==> src/rtl/vol_pkg.sv <==
// Constants and helpers shared by the mic peak meter and the volume bar display stage.
package vol_pkg;

    localparam logic [11:0] MIC_MID   = 12'd2048;
    localparam logic [10:0] LEVEL_MAX = 11'd2047;

    localparam logic [10:0] BAR_THRESH [9] = '{
        11'd205, 11'd409, 11'd614, 11'd819, 11'd1024,
        11'd1229, 11'd1434, 11'd1638, 11'd1842
    };

    typedef enum logic {
        ACCUM   = 1'b0,
        PUBLISH = 1'b1
    } peak_state_t;

    function automatic logic [3:0] bar_count(input logic [10:0] level);
        logic [3:0] bars;
        bars = 4'd0;
        for (int i = 0; i < 9; i++) begin
            if (BAR_THRESH[i] <= level) bars = bars + 4'd1;
        end
        return bars;
    endfunction

endpackage

==> src/rtl/mic_abs_mag.sv <==
// Distance of an unsigned 12-bit mic sample from mid-scale, clipped to the 11-bit level range.
module mic_abs_mag
    import vol_pkg::*;
(
    input  logic [11:0] mic_in,
    output logic [10:0] mag
);

    logic [11:0] diff;

    always_comb begin
        diff = (mic_in >= MIC_MID) ? (mic_in - MIC_MID) : (MIC_MID - mic_in);
        // Only mic_in == 0 reaches 2048, the one value that needs clipping.
        mag  = diff[11] ? LEVEL_MAX : diff[10:0];
    end

endmodule

==> src/rtl/mic_peak_level.sv <==
// Windowed peak detector for the mic volume bar; define MIC_PEAK_DECAY_EN for a falling peak-hold.
//   state   | meaning
//   ACCUM   | collecting the running peak of the current window
//   PUBLISH | one cycle after a window ends; num/level_idx just updated, num_valid high
module mic_peak_level
    import vol_pkg::*;
#(
    parameter int WINDOW     = 4000,
    parameter int DECAY_STEP = 64
) (
    input  logic        clk,
    input  logic        reset,
    input  logic        sample_tick,
    input  logic [11:0] mic_in,
    input  logic        hold,
    output logic [10:0] num,
    output logic        num_valid,
    output logic [3:0]  level_idx
);

    localparam int            CW   = $clog2(WINDOW);
    localparam logic [CW-1:0] LAST = CW'(WINDOW - 1);

    peak_state_t   state;
    logic [CW-1:0] count;
    logic [10:0]   peak;
    logic [10:0]   mag;
    logic [10:0]   cand;
    logic [10:0]   held;
    logic          accept;
    logic          win_end;

    mic_abs_mag u_abs (
        .mic_in (mic_in),
        .mag    (mag)
    );

    assign accept  = sample_tick & ~hold;
    assign win_end = accept && (count == LAST);
    assign cand    = (mag > peak) ? mag : peak;

`ifdef MIC_PEAK_DECAY_EN
    localparam logic [10:0] DSTEP = 11'(DECAY_STEP);
    logic [10:0] decayed;
    assign decayed = (num > DSTEP) ? (num - DSTEP) : 11'd0;
    assign held    = (cand > decayed) ? cand : decayed;
`else
    assign held = cand;
`endif

    always_ff @(posedge clk or posedge reset) begin
        if (reset) begin
            state     <= ACCUM;
            count     <= '0;
            peak      <= '0;
            num       <= '0;
            num_valid <= 1'b0;
            level_idx <= '0;
        end else begin
            if (accept) begin
                if (win_end) begin
                    count <= '0;
                    peak  <= '0;
                end else begin
                    count <= count + CW'(1);
                    peak  <= cand;
                end
            end

            // PUBLISH always falls back to ACCUM; a window end is honoured in either state.
            unique case (state)
                ACCUM, PUBLISH: begin
                    if (win_end) begin
                        state     <= PUBLISH;
                        num_valid <= 1'b1;
                        num       <= held;
                        level_idx <= bar_count(held);
                    end else begin
                        state     <= ACCUM;
                        num_valid <= 1'b0;
                    end
                end
                default: begin
                    state     <= ACCUM;
                    num_valid <= 1'b0;
                end
            endcase
        end
    end

endmodule

==> config.mk <==
export PLATFORM = sky130hd
export DESIGN_NAME = mic_peak_level
export DESIGN_NICKNAME = d
export VERILOG_FILES = /design/src/rtl/vol_pkg.sv /design/src/rtl/mic_abs_mag.sv /design/src/rtl/mic_peak_level.sv
export SDC_FILE = /design/constraint.sdc
export NUM_CORES = 1
export LEC_CHECK = 0
export BUFFER_PORTS_ARGS = -buffer_cell sky130_fd_sc_hd__buf_2
export CORE_AREA = 2 2 128 68
export CTS_CLUSTER_DIAMETER = 50
export CTS_CLUSTER_SIZE = 14
export DETAILED_ROUTE_END_ITERATION = 7
export DIE_AREA = 0 0 130 70
export GPL_TIMING_DRIVEN = 0
export PLACE_DENSITY = 0.73
export SYNTH_ARGS = -nofsm -noshare
export SYNTH_HDL_FRONTEND = slang
export SYNTH_SLANG_ARGS = --single-unit
==> constraint.sdc <==
create_clock -name clk -period 9 [get_ports clk]
set_input_delay 1.8 -clock clk [delete_from_list [all_inputs] [get_ports clk]]
set_output_delay 1.8 -clock clk [all_outputs]
set_load 0.02 [all_outputs]
# After elaboration in Yosys (flattened, before gate mapping)
# Index checks and enable logic that the tools add are counted.
# Widths: inputs -> output; s select.
totals:
  reg_bits: 39
  latchBits: 0
  ram_bits: 0
  mem_bits_ro: 0
  elab_cells: 54
  mem_count: 0
op_classes:
  add_sub_neg: 11
  n_mul: 0
  div: 0
  n_lt_le_gt_ge: 11
  n_eq_ne: 1
  shifts: 0
  n_mux: 23
  bitwise_logic: 2
  reduce_logical: 1
ops:
  columns: ["operator", "count"]
  rows:
  - ["$mux 4", 16]
  - ["$le 11x11->1 const A", 5]
  - ["$mux 11", 3]
  - ["$add 4x1->4 const B", 8]
  - ["$mux 12", 2]
  - ["$le 10x11->1 const A", 2]
  - ["$add 12x1->12 const B", 1]
  - ["$eq 12x12->1 const B", 1]
  - ["$ge 12x12->1 const B", 1]
  - ["$sub 12x12->12 const A", 1]
  - ["$sub 12x12->12 const B", 1]
  - ["$gt 11x11->1", 1]
  - ["$le 8x11->1 const A", 1]
  - ["$le 9x11->1 const A", 1]
  - ["$mux 1", 2]
  - ["$and 1x1->1", 1]
  - ["$logic_and 1x1->1", 1]
  - ["$not 1->1", 1]

# Logic depth before layout (Yosys ltp)
depth:
  ltp_word: 31
  depth_mapped: 33
  ltp_nobuf: 31

# By module
# Synthesis repeated with hierarchy kept, for this count alone.
hier_totals:
  cells_unflattened: 433
  area_unflattened_um2: 3540.9
by_module_without_submodules:
  columns: ["mod", "instances", "cells_each", "area_each_um2"]
  rows:
  - ["mic_peak_level", 1, 374, 3133.0]
  - ["mic_abs_mag", 1, 59, 407.9]

# Least setup slack after synthesis
# No wires, ideal clock.
synth_path:
  path_kind: "input port to flip-flop"
  from: "in mic_in[2]"
  to: "reg level_idx[3]"
  setup_time_ns: 0.069
  t_arrival_ns: 8.883
  required_time_ns: 8.931
  path_slack_ns: 0.048
  stages: 31
  path_buffers: 3
  path_cell_list: "or4_1 -> buf_2 -> nor4_1 -> mux2_2 -> or2_2 -> clkbuf_1 -> inv_1 -> ha_1 -> nand4_1 -> a211oi_1 -> a2111oi_0 -> nand3_1 -> o311a_1 -> or3_1 -> ha_1 -> buf_1 -> clkinv_1 -> xnor2_1 -> a21oi_1 -> ha_1 -> nand3_1 -> a31o_2 -> o32ai_1 -> and2_1 -> ha_1 -> nand3_1 -> mux2i_1 -> xnor2_1 -> or4_1 -> a211o_1 -> nand3_1"
synth_via:
  elab_chain_cells: 31
synth_rtl:
  columns: ["item", "line", "source"]
  rows:
  - ["start: declaration", "mic_peak_level.sv:14", "input logic [11:0] mic_in,"]
  - ["$sub 12x12->12 / $ge 12x12->1 (equally long branches)", "mic_abs_mag.sv:12", "diff = (mic_in >= MIC_MID) ? (mic_in - MIC_MID) : (MIC_MID - mic_in);"]
  - ["$mux 12 (*)", "mic_abs_mag.sv:12", null]
  - ["$mux 11 (*)", "mic_abs_mag.sv:14", "mag = diff[11] ? LEVEL_MAX : diff[10:0];"]
  - ["$gt 11x11->1", "mic_peak_level.sv:40", "assign cand = (mag > peak) ? mag : peak;"]
  - ["$mux 11 (*)", "mic_peak_level.sv:40", null]
  - ["$le 8x11->1", "vol_pkg.sv:21", "if (BAR_THRESH[i] <= level) bars = bars + 4'd1;"]
  - ["$mux 1", "vol_pkg.sv:21", null]
  - ["$mux 4", "mic_peak_level.sv:73", "if (win_end) begin"]
  - ["[15 not listed]", null, null]
  - ["$add 4x1->4", "vol_pkg.sv:21", null]
  - ["$mux 4", "vol_pkg.sv:21", null]
  - ["$mux 4", "mic_peak_level.sv:73", null]
  - ["$add 4x1->4", "vol_pkg.sv:21", null]
  - ["$mux 4", "vol_pkg.sv:21", null]
  - ["$mux 4", "mic_peak_level.sv:73", null]
  - ["$add 4x1->4", "vol_pkg.sv:21", null]
  - ["$mux 4 (*)", "vol_pkg.sv:21", null]
  - ["end signal: assignment", "mic_peak_level.sv:77", "level_idx <= bar_count(held);"]
  - ["end: declaration", "mic_peak_level.sv:18", "output logic [3:0] level_idx"]
# Mark *: on every way between the ends. The rest lies on a longest branch, timed or not. The select of a mux whose other input is x is not followed.
# A chain may end at the register's enable or synchronous reset.

# Worst setup path in the final report
layout_path:
  from: "in mic_in[3]"
  to: "reg level_idx[3]"
# The elaborated chain is that of the path after synthesis.

==> flow_summary.json <==
{
  "syn_avg_cell_area_sq_um": 8.047,
  "grt_pass1_wl_microns": 16880,
  "grt_util_all_layers": 0.2308,
  "overflow": 0,
  "via_count": 3674,
  "layout_min_cycle_time_ns": 8.674,
  "diodes": 0,
  "yosysUniqueCellTypes": 72,
  "grt_max_degree": 40,
  "drive_above_1_share": 0.1771,
  "worstMarginPinSlew_ns": 1.101,
  "dp_hpwl_microns": 7772,
  "multiInputGateArea_sq_um": 2459,
  "fillers": 787,
  "wl_per_cell_microns": 17.49,
  "synth-edff-count": 0,
  "synth_flop_cell": "dfrtp_1",
  "critPathTopFamily": "simple AND/OR/NAND/NOR gates",
  "fin_util": 0.5067,
  "cts-root-buf": "clkbuf_16",
  "clk_latency_ns": 0.28,
  "htreeDepth": 2,
  "layout_common_cells": "nand2_1 (51), nor2_1 (42), dfrtp_1 (39), buf_2 (32), o21ai_0 (27)",
  "viasPerCell": 6.154,
  "netlist.area_leader.share": 0.2782,
  "skew_ns": 0.004657,
  "async_reset_ff_frac": 1.000,
  "start_kind": "input port",
  "synth-seq-cells": 39,
  "hold_viol_final": 0,
  "num_rows": 24,
  "slew_viol_final": 0,
  "rsz0062_at_grt": "false",
  "yosys.area.top_type": "dfrtp_1",
  "grt_antenna_before_repair": 0,
  "endpoint_kind": "register",
  "leakage_nw": 1.784,
  "clk_pin_slew_ns": 0.06,
  "syn_area_sq_um": 3508,
  "finalCritPeriodShare": 0.9637,
  "critical_path.slowest_cell": "or4_1",
  "num_io_pins": 32,
  "cts.sinks": 39,
  "drtIter0Drc": 422,
  "dieArea_sq_um": 9100,
  "fmax_mhz": 115.3,
  "register_area_sq_um": 975.9,
  "slowest_delay_ns": 0.54,
  "synth_cells": 436,
  "pwr-share-comb": 0.742,
  "worstPathMaxFanout": 8,
  "die_w_microns": 130,
  "status": "complete, no violations",
  "ys_warn_count": 0,
  "p_switching_mw": 0.8750,
  "area_delta_synth_final_pct": 18.40,
  "setup_viol": 0,
  "p_per_area_nw_per_um2": 443.1,
  "remaining_drc_errors": 0,
  "syn-num-nets": 472,
  "start_util": 0.4280,
  "cts_tree": "built",
  "ant_nets": 0,
  "p_clk_frac": 0.124,
  "relSlewSlack": 0.2603,
  "drt_wl_total_microns": 10440,
  "worstSetupPathType": "input port to register",
  "die_h_microns": 70,
  "ir_worst_vdd_v": 0.0005221,
  "seq_area_frac_synth": 0.2782,
  "cts_buffers": 5,
  "p_sw_frac": 0.4753,
  "cp.required_ns": 9.22,
  "numPortBuffers": 30,
  "cp.arrival_ns": 8.89,
  "synth.area.top_cells": "dfrtp_1 (28%), ha_1 (7.1%), nand2_1 (5.6%)",
  "total_power_mw": 1.841,
  "placeableCoreArea_sq_um": 8198,
  "layout_commonest_cell": "nand2_1",
  "place.gp.congestion": 0.9448,
  "clk_path_buf_depth": 2,
  "cap_viol_max_count": 0,
  "grt_pass1_vias": 3319,
  "seqPwrFrac": 0.135,
  "cp_common_cell": "or4_1",
  "critical_path_buf_inv_count": 5,
  "layout.nets": 515,
  "intPower_mw": 0.9658,
  "min_path_type": "register to register",
  "firstDrtPassIters": 5
}
-- flip-flops by register name, summed over array words and instances (netlist names) --
| signal | cells |
|---|---|
| count | 12 |
| num | 11 |
| peak | 11 |
| level_idx | 4 |
| num_valid | 1 |
-- Yosys cell counts (6+ instances only) --
cell / count
xor2_1: 8
nand2_1: 52
inv_1: 26
ha_1: 20
a211oi_1: 9
xnor2_1: 13
o21ai_0: 28
clkbuf_1: 15
or4_1: 9
nor2_1: 43
nand3_1: 18
dfrtp_1: 39
nand4_1: 8
a21oi_1: 26
nor3_1: 6
-- per-layer routing --
layer / part of all wire / global-route usage
met1: 0.49 / 0.3741
met2: 0.42 / 0.3293
met3: 0.074 / 0.03295
met4: 0.0094 / 0.02867
met5: 0 / 0
-- tightest hold or removal path, stage by stage (launching register included) --
cell and delay [ns]:
dfrtp_1 0.35, nand2_1 0.05, o21ai_0 0.06
-- power groups by stage --
stage | clock network [mW] | logic (mW) | registers [mW]
final | 0.228 | 1.37 | 0.248
after global routing | 0.237 | 1.50 | 0.251
after CTS | 0.229 | 1.24 | 0.246
after detailed placement | 0 | 1.20 | 0.247
after global placement | 0 | 1.15 | 0.245
after floorplan | 0 | 0.971 | 0.237
-- layout make-up --
class,instances,share of cell area
clock inverters,2,0.01446
flip-flops and latches,39,0.2349
well taps,117,0.03524
inverters,29,0.02651
multi-input cells,350,0.5919
clock buffers,6,0.03102
repair buffers,38,0.05060
plain buffers,16,0.01536
-- logic make-up (layout without fill, tap and decap cells) --
logic type / Yosys count / in the layout / synth area share
multiplexers: 6 / 6 / 0.01783
AND/OR/NAND/NOR: 175 / 175 / 0.2546
flip-flops: 39 / 39 / 0.2782
AO/OA/AOI/OAI: 127 / 127 / 0.2668
buffers and inverters: 47 / 91 / 0.05100
adder cells (fa/ha/maj): 20 / 20 / 0.07133
XOR/XNOR: 22 / 22 / 0.06027
-- worst paths after layout --
check,slack (ns),start,endpoint,cells after the start
max,0.33,mic_in[3],level_idx[3],30
min,0.49,level_idx[2],level_idx[2],2
max reg2reg,2.83,peak[2],level_idx[3],26
min reg2reg,0.49,level_idx[2],level_idx[2],2
max in group asynchronous,6.83,reset,level_idx[0],2
min in group asynchronous,1.66,reset,num[4],2
-- per-stage QoR --
stage	cell area [sq um]	TNS (ns)	std cells	setup slack (ns)	hold slack (ns)
floorplan	3508	0	436	0.04815	0.4626
global placement	3805	-4.353	583	-1.503	0.4650
detailed placement	3806	-4.354	583	-1.527	0.4792
CTS	4046	0	590	0.04467	0.4912
global route	4154	0	597	0.002202	0.5105
finish	4154	0	597	0.3264	0.4865
-- what timing repair did --
action / CTS / global route
hold buffers: 0 / 0
buffers inserted: 0 / 8
gates resized for setup: 9 / 13
setup endpoints to repair: 3 / 3
pin swaps: 0 / 6
No activity file was read; power rests on OpenSTA's default activity.
